--- config.mk ---
export PLATFORM = sky130hd
export DESIGN_NAME = scan_alu_unit
export DESIGN_NICKNAME = d
export VERILOG_FILES = /design/src/rtl/scan_alu_pkg.sv /design/src/rtl/scan_alu_core.sv /design/src/rtl/scan_alu_unit.sv
export SDC_FILE = /design/constraint.sdc
export NUM_CORES = 1
export LEC_CHECK = 0
export ABC_AREA = 1
export CAP_MARGIN = 0
export CORE_UTILIZATION = 59
export DETAILED_ROUTE_END_ITERATION = 6
export HOLD_SLACK_MARGIN = 0.15
export PLACE_DENSITY = 0.89
export REMOVE_ABC_BUFFERS = 1
export SLEW_MARGIN = 20
export SYNTH_ARGS = -nofsm -noshare
export SYNTH_HDL_FRONTEND = slang
export SYNTH_SLANG_ARGS = --single-unit
--- constraint.sdc ---
create_clock -name clk -period 3 [get_ports clk]
set_clock_uncertainty 0.2 [all_clocks]
set_input_delay 0.45 -clock clk [delete_from_list [all_inputs] [get_ports clk]]
set_output_delay 0.45 -clock clk [all_outputs]
set_load 0.005 [all_outputs]
--- src/rtl/scan_alu_pkg.sv ---
// scan_alu_pkg -- shared definitions for the scan-controlled ALU.
// Contents:
//   op_e      : 3-bit opcode encoding held in the top field of the shadow register
//   calc_iw() : width of the scan shift/shadow register (opcode + dst + payload)
package scan_alu_pkg;

  localparam int OP_W = 3;

  typedef enum logic [OP_W-1:0] {
    OP_WRITE = 3'b000,
    OP_ADD   = 3'b001,
    OP_SUB   = 3'b010,
    OP_AND   = 3'b011,
    OP_OR    = 3'b100,
    OP_XOR   = 3'b101,
    OP_BUF   = 3'b110,
    OP_NOP   = 3'b111
  } op_e;

  // Instruction word: {op, dst, payload}
  function automatic int calc_iw(input int data_w, input int addr_w);
    return OP_W + addr_w + data_w;
  endfunction

endpackage

--- src/rtl/scan_alu_core.sv ---
// scan_alu_core -- purely combinational ALU.
// Ports:
//   op_i     : opcode
//   a_i, b_i : memory operands (DATA_W bits)
//   result_o : DATA_W+1 bit result; the top bit is the carry (ADD), the borrow (SUB),
//              or 0 (logic ops). WRITE/BUF/NOP return 0; the top module handles those.
module scan_alu_core
  import scan_alu_pkg::*;
#(
  parameter int DATA_W = 4
) (
  input  op_e               op_i,
  input  logic [DATA_W-1:0] a_i,
  input  logic [DATA_W-1:0] b_i,
  output logic [DATA_W:0]   result_o
);

  always_comb begin
    result_o = '0;
    case (op_i)
      OP_ADD:  result_o = {1'b0, a_i} + {1'b0, b_i};
      // Wraps modulo 2**(DATA_W+1), so the top bit reads as the borrow.
      OP_SUB:  result_o = {1'b0, a_i} - {1'b0, b_i};
      OP_AND:  result_o = {1'b0, a_i & b_i};
      OP_OR:   result_o = {1'b0, a_i | b_i};
      OP_XOR:  result_o = {1'b0, a_i ^ b_i};
      default: result_o = '0;
    endcase
  end

endmodule

--- src/rtl/scan_alu_unit.sv ---
// scan_alu_unit -- scan-loaded instruction register driving a small register-file ALU.
// Ports:
//   clk, reset   : rising-edge clock, synchronous active-high reset
//   shift        : shift data_in into the scan register, old MSB goes to data_out
//   update       : copy scan register into the shadow (instruction) register
//   capture      : load z (zero-extended) into the scan register for read-out
//   run          : execute the instruction in the shadow register
//   data_in      : serial scan input
//   data_out     : registered serial scan output, MSB first
//   z            : registered result
//   z_valid      : one-cycle pulse marking that z was written by the previous run edge
// Control priority: reset > shift > update > capture > run.
// Handshake: z/z_valid is a valid-only interface with no ready; a consumer must take z
// in the cycle z_valid is high. There is no backpressure.
module scan_alu_unit
  import scan_alu_pkg::*;
#(
  parameter int DATA_W = 4,
  parameter int ADDR_W = 2
) (
  input  logic              clk,
  input  logic              reset,
  input  logic              shift,
  input  logic              update,
  input  logic              capture,
  input  logic              run,
  input  logic              data_in,
  output logic              data_out,
  output logic [DATA_W:0]   z,
  output logic              z_valid
);

  localparam int IW    = calc_iw(DATA_W, ADDR_W);
  localparam int DEPTH = 1 << ADDR_W;

  // Both source addresses are carved out of the payload, so it must hold them.
  if (DATA_W < 2 * ADDR_W) begin : g_bad_params
    $error("scan_alu_unit: DATA_W must be >= 2*ADDR_W");
  end

  logic [IW-1:0]     sr_q, sr_d;
  logic [IW-1:0]     shadow_q, shadow_d;
  logic [DATA_W:0]   z_q, z_d;
  logic              z_valid_q, z_valid_d;
  logic              data_out_q, data_out_d;
  logic [DATA_W-1:0] mem_q [DEPTH];

  logic              mem_we;
  logic [DATA_W-1:0] mem_wdata;

  // Instruction field decode
  op_e               op;
  logic [ADDR_W-1:0] dst;
  logic [DATA_W-1:0] pay;
  logic [ADDR_W-1:0] src_a;
  logic [ADDR_W-1:0] src_b;
  logic [DATA_W:0]   alu_res;

  assign op    = op_e'(shadow_q[IW-1 -: OP_W]);
  assign dst   = shadow_q[IW-4 -: ADDR_W];
  assign pay   = shadow_q[DATA_W-1:0];
  assign src_a = pay[2*ADDR_W-1 -: ADDR_W];
  assign src_b = pay[ADDR_W-1:0];

  // Operands come straight from the pre-edge memory, so dst == src reads the old value.
  scan_alu_core #(.DATA_W(DATA_W)) u_core (
    .op_i     (op),
    .a_i      (mem_q[src_a]),
    .b_i      (mem_q[src_b]),
    .result_o (alu_res)
  );

  always_comb begin
    sr_d       = sr_q;
    shadow_d   = shadow_q;
    z_d        = z_q;
    z_valid_d  = 1'b0;
    data_out_d = data_out_q;
    mem_we     = 1'b0;
    mem_wdata  = '0;
    if (shift) begin
      data_out_d = sr_q[IW-1];
      sr_d       = {sr_q[IW-2:0], data_in};
    end else if (update) begin
      shadow_d = sr_q;
    end else if (capture) begin
      sr_d = {{(IW-DATA_W-1){1'b0}}, z_q};
    end else if (run) begin
      case (op)
        OP_WRITE: begin
          mem_we    = 1'b1;
          mem_wdata = pay;
        end
        OP_ADD, OP_SUB, OP_AND, OP_OR, OP_XOR: begin
          z_d       = alu_res;
          z_valid_d = 1'b1;
          mem_we    = 1'b1;
          mem_wdata = alu_res[DATA_W-1:0];
        end
        OP_BUF: begin
          z_d       = {1'b0, pay};
          z_valid_d = 1'b1;
        end
        default: ;
      endcase
    end
  end

  always_ff @(posedge clk) begin
    if (reset) begin
      sr_q       <= '0;
      shadow_q   <= '0;
      z_q        <= '0;
      z_valid_q  <= 1'b0;
      data_out_q <= 1'b0;
      for (int i = 0; i < DEPTH; i++) begin
        mem_q[i] <= '0;
      end
    end else begin
      sr_q       <= sr_d;
      shadow_q   <= shadow_d;
      z_q        <= z_d;
      z_valid_q  <= z_valid_d;
      data_out_q <= data_out_d;
      if (mem_we) begin
        mem_q[dst] <= mem_wdata;
      end
    end
  end

  assign data_out = data_out_q;
  assign z        = z_q;
  assign z_valid  = z_valid_q;

endmodule

# Yosys cells after proc, flatten, opt, wreduce, memory -nomap -nowiden
# Memories as Yosys holds them, arrays and structs flattened. A register that Yosys moved wholly into a read port is not among the register bits.
# Index checks and enable logic that the tools add are counted.
# totals
regBits	25
mem_bits_rw	16
inputBits	7
output_inout_bits	7
memories	1
# mem_list
name	words	width	rd	rd_ports_with_merged_regs	wr	line	rtl
mem_q	4	4	2	2	4	scan_alu_unit.sv:46	logic [DATA_W-1:0] mem_q [DEPTH];
# op_classes
addsub	2
eq_ne	7
n_mux	28
bitwise	7
n_reduce_logical	11
# op_table
operator	count
$mux 9	3
$pmux 5 s5	1
$mux 4	5
$mux 1	12
$reduce_or 6->1	2
$mux 2	5
$pmux 5 s2	1
$reduce_or 5->1	2
$eq 3x3->1 const B	3
$pmux 4 s2	1
$eq 3x2->1 const B	2
$add 4x4->5	1
$reduce_and 5->1	1
$sub 4x4->5	1
$and 4x4->4	1
$not 1->1	4
$or 4x4->4	1
$reduce_and 2->1	2
$reduce_bool 2->1	2
$reduce_or 4->1	1
$xor 4x4->4	1
$eq 3x1->1 const B	1
$logic_not 3->1	1
$ne 2x2->1 const B	1

# Depth between registers and ports, before layout
# logic_depth
ltp_word	12
ltp_mapped	16

# Hierarchy
# Synthesis repeated with hierarchy kept, for this count alone.
# hier_totals
hier_cells	364
area_unflattened_um2	2678.8
# by_module_without_submodules
mod	instances	cells_each	area_per_inst_um2	seq_area_each_um2
scan_alu_unit	1	274	2130.8	1061.0
scan_alu_core	1	90	548.0	0.0

# Worst setup path before layout
# Ideal clock, no wire load.
# synth_path
path_type	register to register
startpoint	register with a tool-made name
endpoint	memory mem_q[0][2] (data pin)
arrival_ns	2.199
t_required_ns	2.543
slack_ns	0.345
stages_incl_launch_ff	14
path_buffers	1
period_less_slack_ns	2.655
cell_sequence	dfxtp_1 > buf_4 > o21ai_0 > nand2_1 > ha_1 > o21ai_0 > inv_1 > fa_1 > nor2_1 > nor3_2 > nor3_2 > nand2_1 > nand2_2 > nor2_1
# synth_rtl
item	line
end, declared	scan_alu_unit.sv:46

==> impl_metrics.yaml <==
setup_path:
  path_class: "register to register"
  crit_path_end_kind: "register"
  path_max_fanout: 4
  critical_path_arrival_ns: 2.66
  worstRegToRegCells: 12
  start_kind: "register"
  critPathRequiredTime_ns: 2.86
global_routing:
  grt_max_degree: 23
  track_usage: 0.260
  gr-total-overflow: 0
  grt_pass1_vias: 1924
  grt_antenna_before_repair: 0
  grt_pass1_wl_mm: 8.53
run_status:
  outcome: "completed"
clock_tree:
  tritoncts: "yes"
  cts.hold.buffers_added: 0
  cts_root_buf: "clkbuf_8"
  h-tree-depth: 2
  cts_buffer_depth: 2
  clk_latency_ns: 0.30
  clock-sinks: 45
  clk_pin_slew_ns: 0.09
  cts_made_buffers: 5
yosys:
  yosysWarnings: 0
  syn_avg_cell_area_um2: 7.67
  synth_top_area_frac: 0.233
  postSynthCellCount: 325
  netlist_top_cells_area: "dfxtp_1, edfxtp_1, nand2_1, inv_1, ha_1"
  synth_area_um2: 2490
  ys_ff_latch: 45
  synth_top_cell_by_area: "dfxtp_1"
  synth.distinct_cells: 36
  yosysSeqAreaShare: 0.426
finish:
  syn_to_final_growth_pct: 10.9
  antenna_cells: 0
  final_cells: 392
  layout_commonest_cell: "nand2_1"
  drive_gt1_frac: 0.111
  fin_area_um2: 2770
  nNetsFinal: 362
  final_cell_mix: "nand2_1, inv_1, nor2_1"
detailed_routing:
  routed_wirelength_mm: 5.35
  route.detailed.drc: 0
  wl_met3_um: 223
  via_count: 2136
  wl_met1_mm: 2.42
  topRoutingLayerUsed: "met4"
  dr.pass1.iters: 4
  via_per_inst: 5.45
  dr_wl_met2_mm: 2.62
  antenna_left: 0
  dr.first_iter.drc_count: 208
  post_drt_wl_per_cell_um: 13.7
pwr:
  pwr-share-clk: 0.280
  p_leak_nw: 1.21
  vdd_drop_max_v: 0.000506
  switching_share: 0.301
  cellPowerDensity_nw_per_um2: 481
  seqPwrFrac: 0.510
  p_comb_frac: 0.210
  switchingPower_mw: 0.401
  p_int_mw: 0.930
job:
  max_cap_viol_count: 0
floorplan:
  fp.coreArea_um2: 4030
  initial_utilization: 0.619
  rows: 23
  die_w_um: 67.0
  die_y_um: 67.0
  pin_count: 14
  die_area_um2: 4490
place:
  numPortBuffers: 13
  placed_cell_area_um2: 2670
  dp_hpwl_mm: 4.16
  place_ws_ns: 0.00429
  gp_congestion: 0.939
  place_inst: 384
worst_hold_path:
  hold_depth: 2
  worst_hold_path_type: "register to register"
sta:
  fin_tns_setup_ns: 0
  tightest_slew_ns: 0.442
  rsz0062_at_grt: "no"
  final-hold-violation-count: 0
  setup_violations: 0
  fin_hold_ws_ns: 0.290
  finalMaxSlewViolations: 0
  fin_crit_ns: 2.80
  worst_slack_ns: 0.198
  fmax_ghz: 0.357
  timing.final.crit_share: 0.934
  max-slew-margin-rel: 0.705
[repair_timing]
item,CTS,global route
resized for setup,1,3
setup endpoints to repair,3,8
setup buffers,0,0
[power by group through the flow]
stage | registers (mW) | clock network (mW) | logic (mW)
after floorplan | 0.687 | 0 | 0.200
after global placement | 0.692 | 0 | 0.266
after detailed placement | 0.693 | 0 | 0.277
after CTS | 0.679 | 0.377 | 0.278
after global routing | 0.683 | 0.402 | 0.318
final | 0.679 | 0.372 | 0.280
[worst paths after layout]
path,slack (ns),endpoint,from
worst max-delay path,0.20,mem_q[1][1],mem_q[1][0]
worst min-delay path,0.29,sr_q[2],sr_q[1]
worst max register to register,0.20,mem_q[1][1],mem_q[1][0]
worst min register to register,0.29,sr_q[2],sr_q[1]
[state kept, by name (all words and copies together) (netlist names), named ones only]
name,count
data_out,1
shadow_q,9
z,5
z_valid,1
sr_q,9
mem_q,16
[critical path: stages, from the launching register on]
cell and delay [ns]:
edfxtp_1 0.43, a21oi_1 0.15, o21ai_0 0.10, nand2_1 0.13, ha_1 0.25, o21ai_1 0.18
inv_1 0.09, fa_1 0.53, o22ai_2 0.08, nor2_1 0.15, o21ai_1 0.09, nand2_1 0.12
nor2_1 0.06
[synthesized netlist by cell type (all sizes together)]
| library cell | n |
|---|---|
| a32oi | 4 |
| or2 | 4 |
| a21oi | 24 |
| o2bb2ai | 1 |
| o21ai | 28 |
| buf | 4 |
| a31oi | 5 |
| nand3b | 1 |
| nand4 | 1 |
| nor2 | 38 |
| edfxtp | 16 |
| fa | 1 |
| nor3 | 2 |
| ha | 13 |
| xnor2 | 1 |
| xor2 | 1 |
| o22ai | 2 |
| dfxtp | 29 |
| nand2 | 74 |
| o211ai | 1 |
| clkbuf | 4 |
| inv | 50 |
| nand3 | 20 |
| o21bai | 1 |
[metrics by stage]
step | utilization | total power, mW
2_1_floorplan | - | 0.887
3_3_place_gp | 0.663 | 0.958
3_5_place_dp | 0.663 | 0.969
4_1_cts | 0.686 | 1.33
5_1_grt | 0.686 | 1.40
6_report | 0.686 | 1.33
[per-layer routing]
metal | global-route usage | vias to the layer above
li1 | - | 1090
met1 | 0.337 | 977
met2 | 0.428 | 58
met3 | 0.0411 | 11
met4 | 0.101 | 0
met5 | 0 | -
[area by class of cell]
cell class | count | area, um2
multi-input cells | 222 | 1200
flip-flops and latches | 45 | 1060
well taps | 50 | 62.6
clock inverters | 3 | 21.3
clock buffers | 5 | 68.8
repair buffers | 17 | 160
inverters | 50 | 188
fillers | 318 | 1260
[cell families after synthesis]
kind of cell	Yosys count	share of synthesized area
AND/OR/NAND/NOR	140	0.246
AO/OA/AOI/OAI	66	0.155
buffers and inverters	58	0.0929
flip-flops	45	0.426
adder cells (fa/ha/maj)	14	0.0733
XOR/XNOR	2	0.00703
Power figures use the tool's default switching activity.
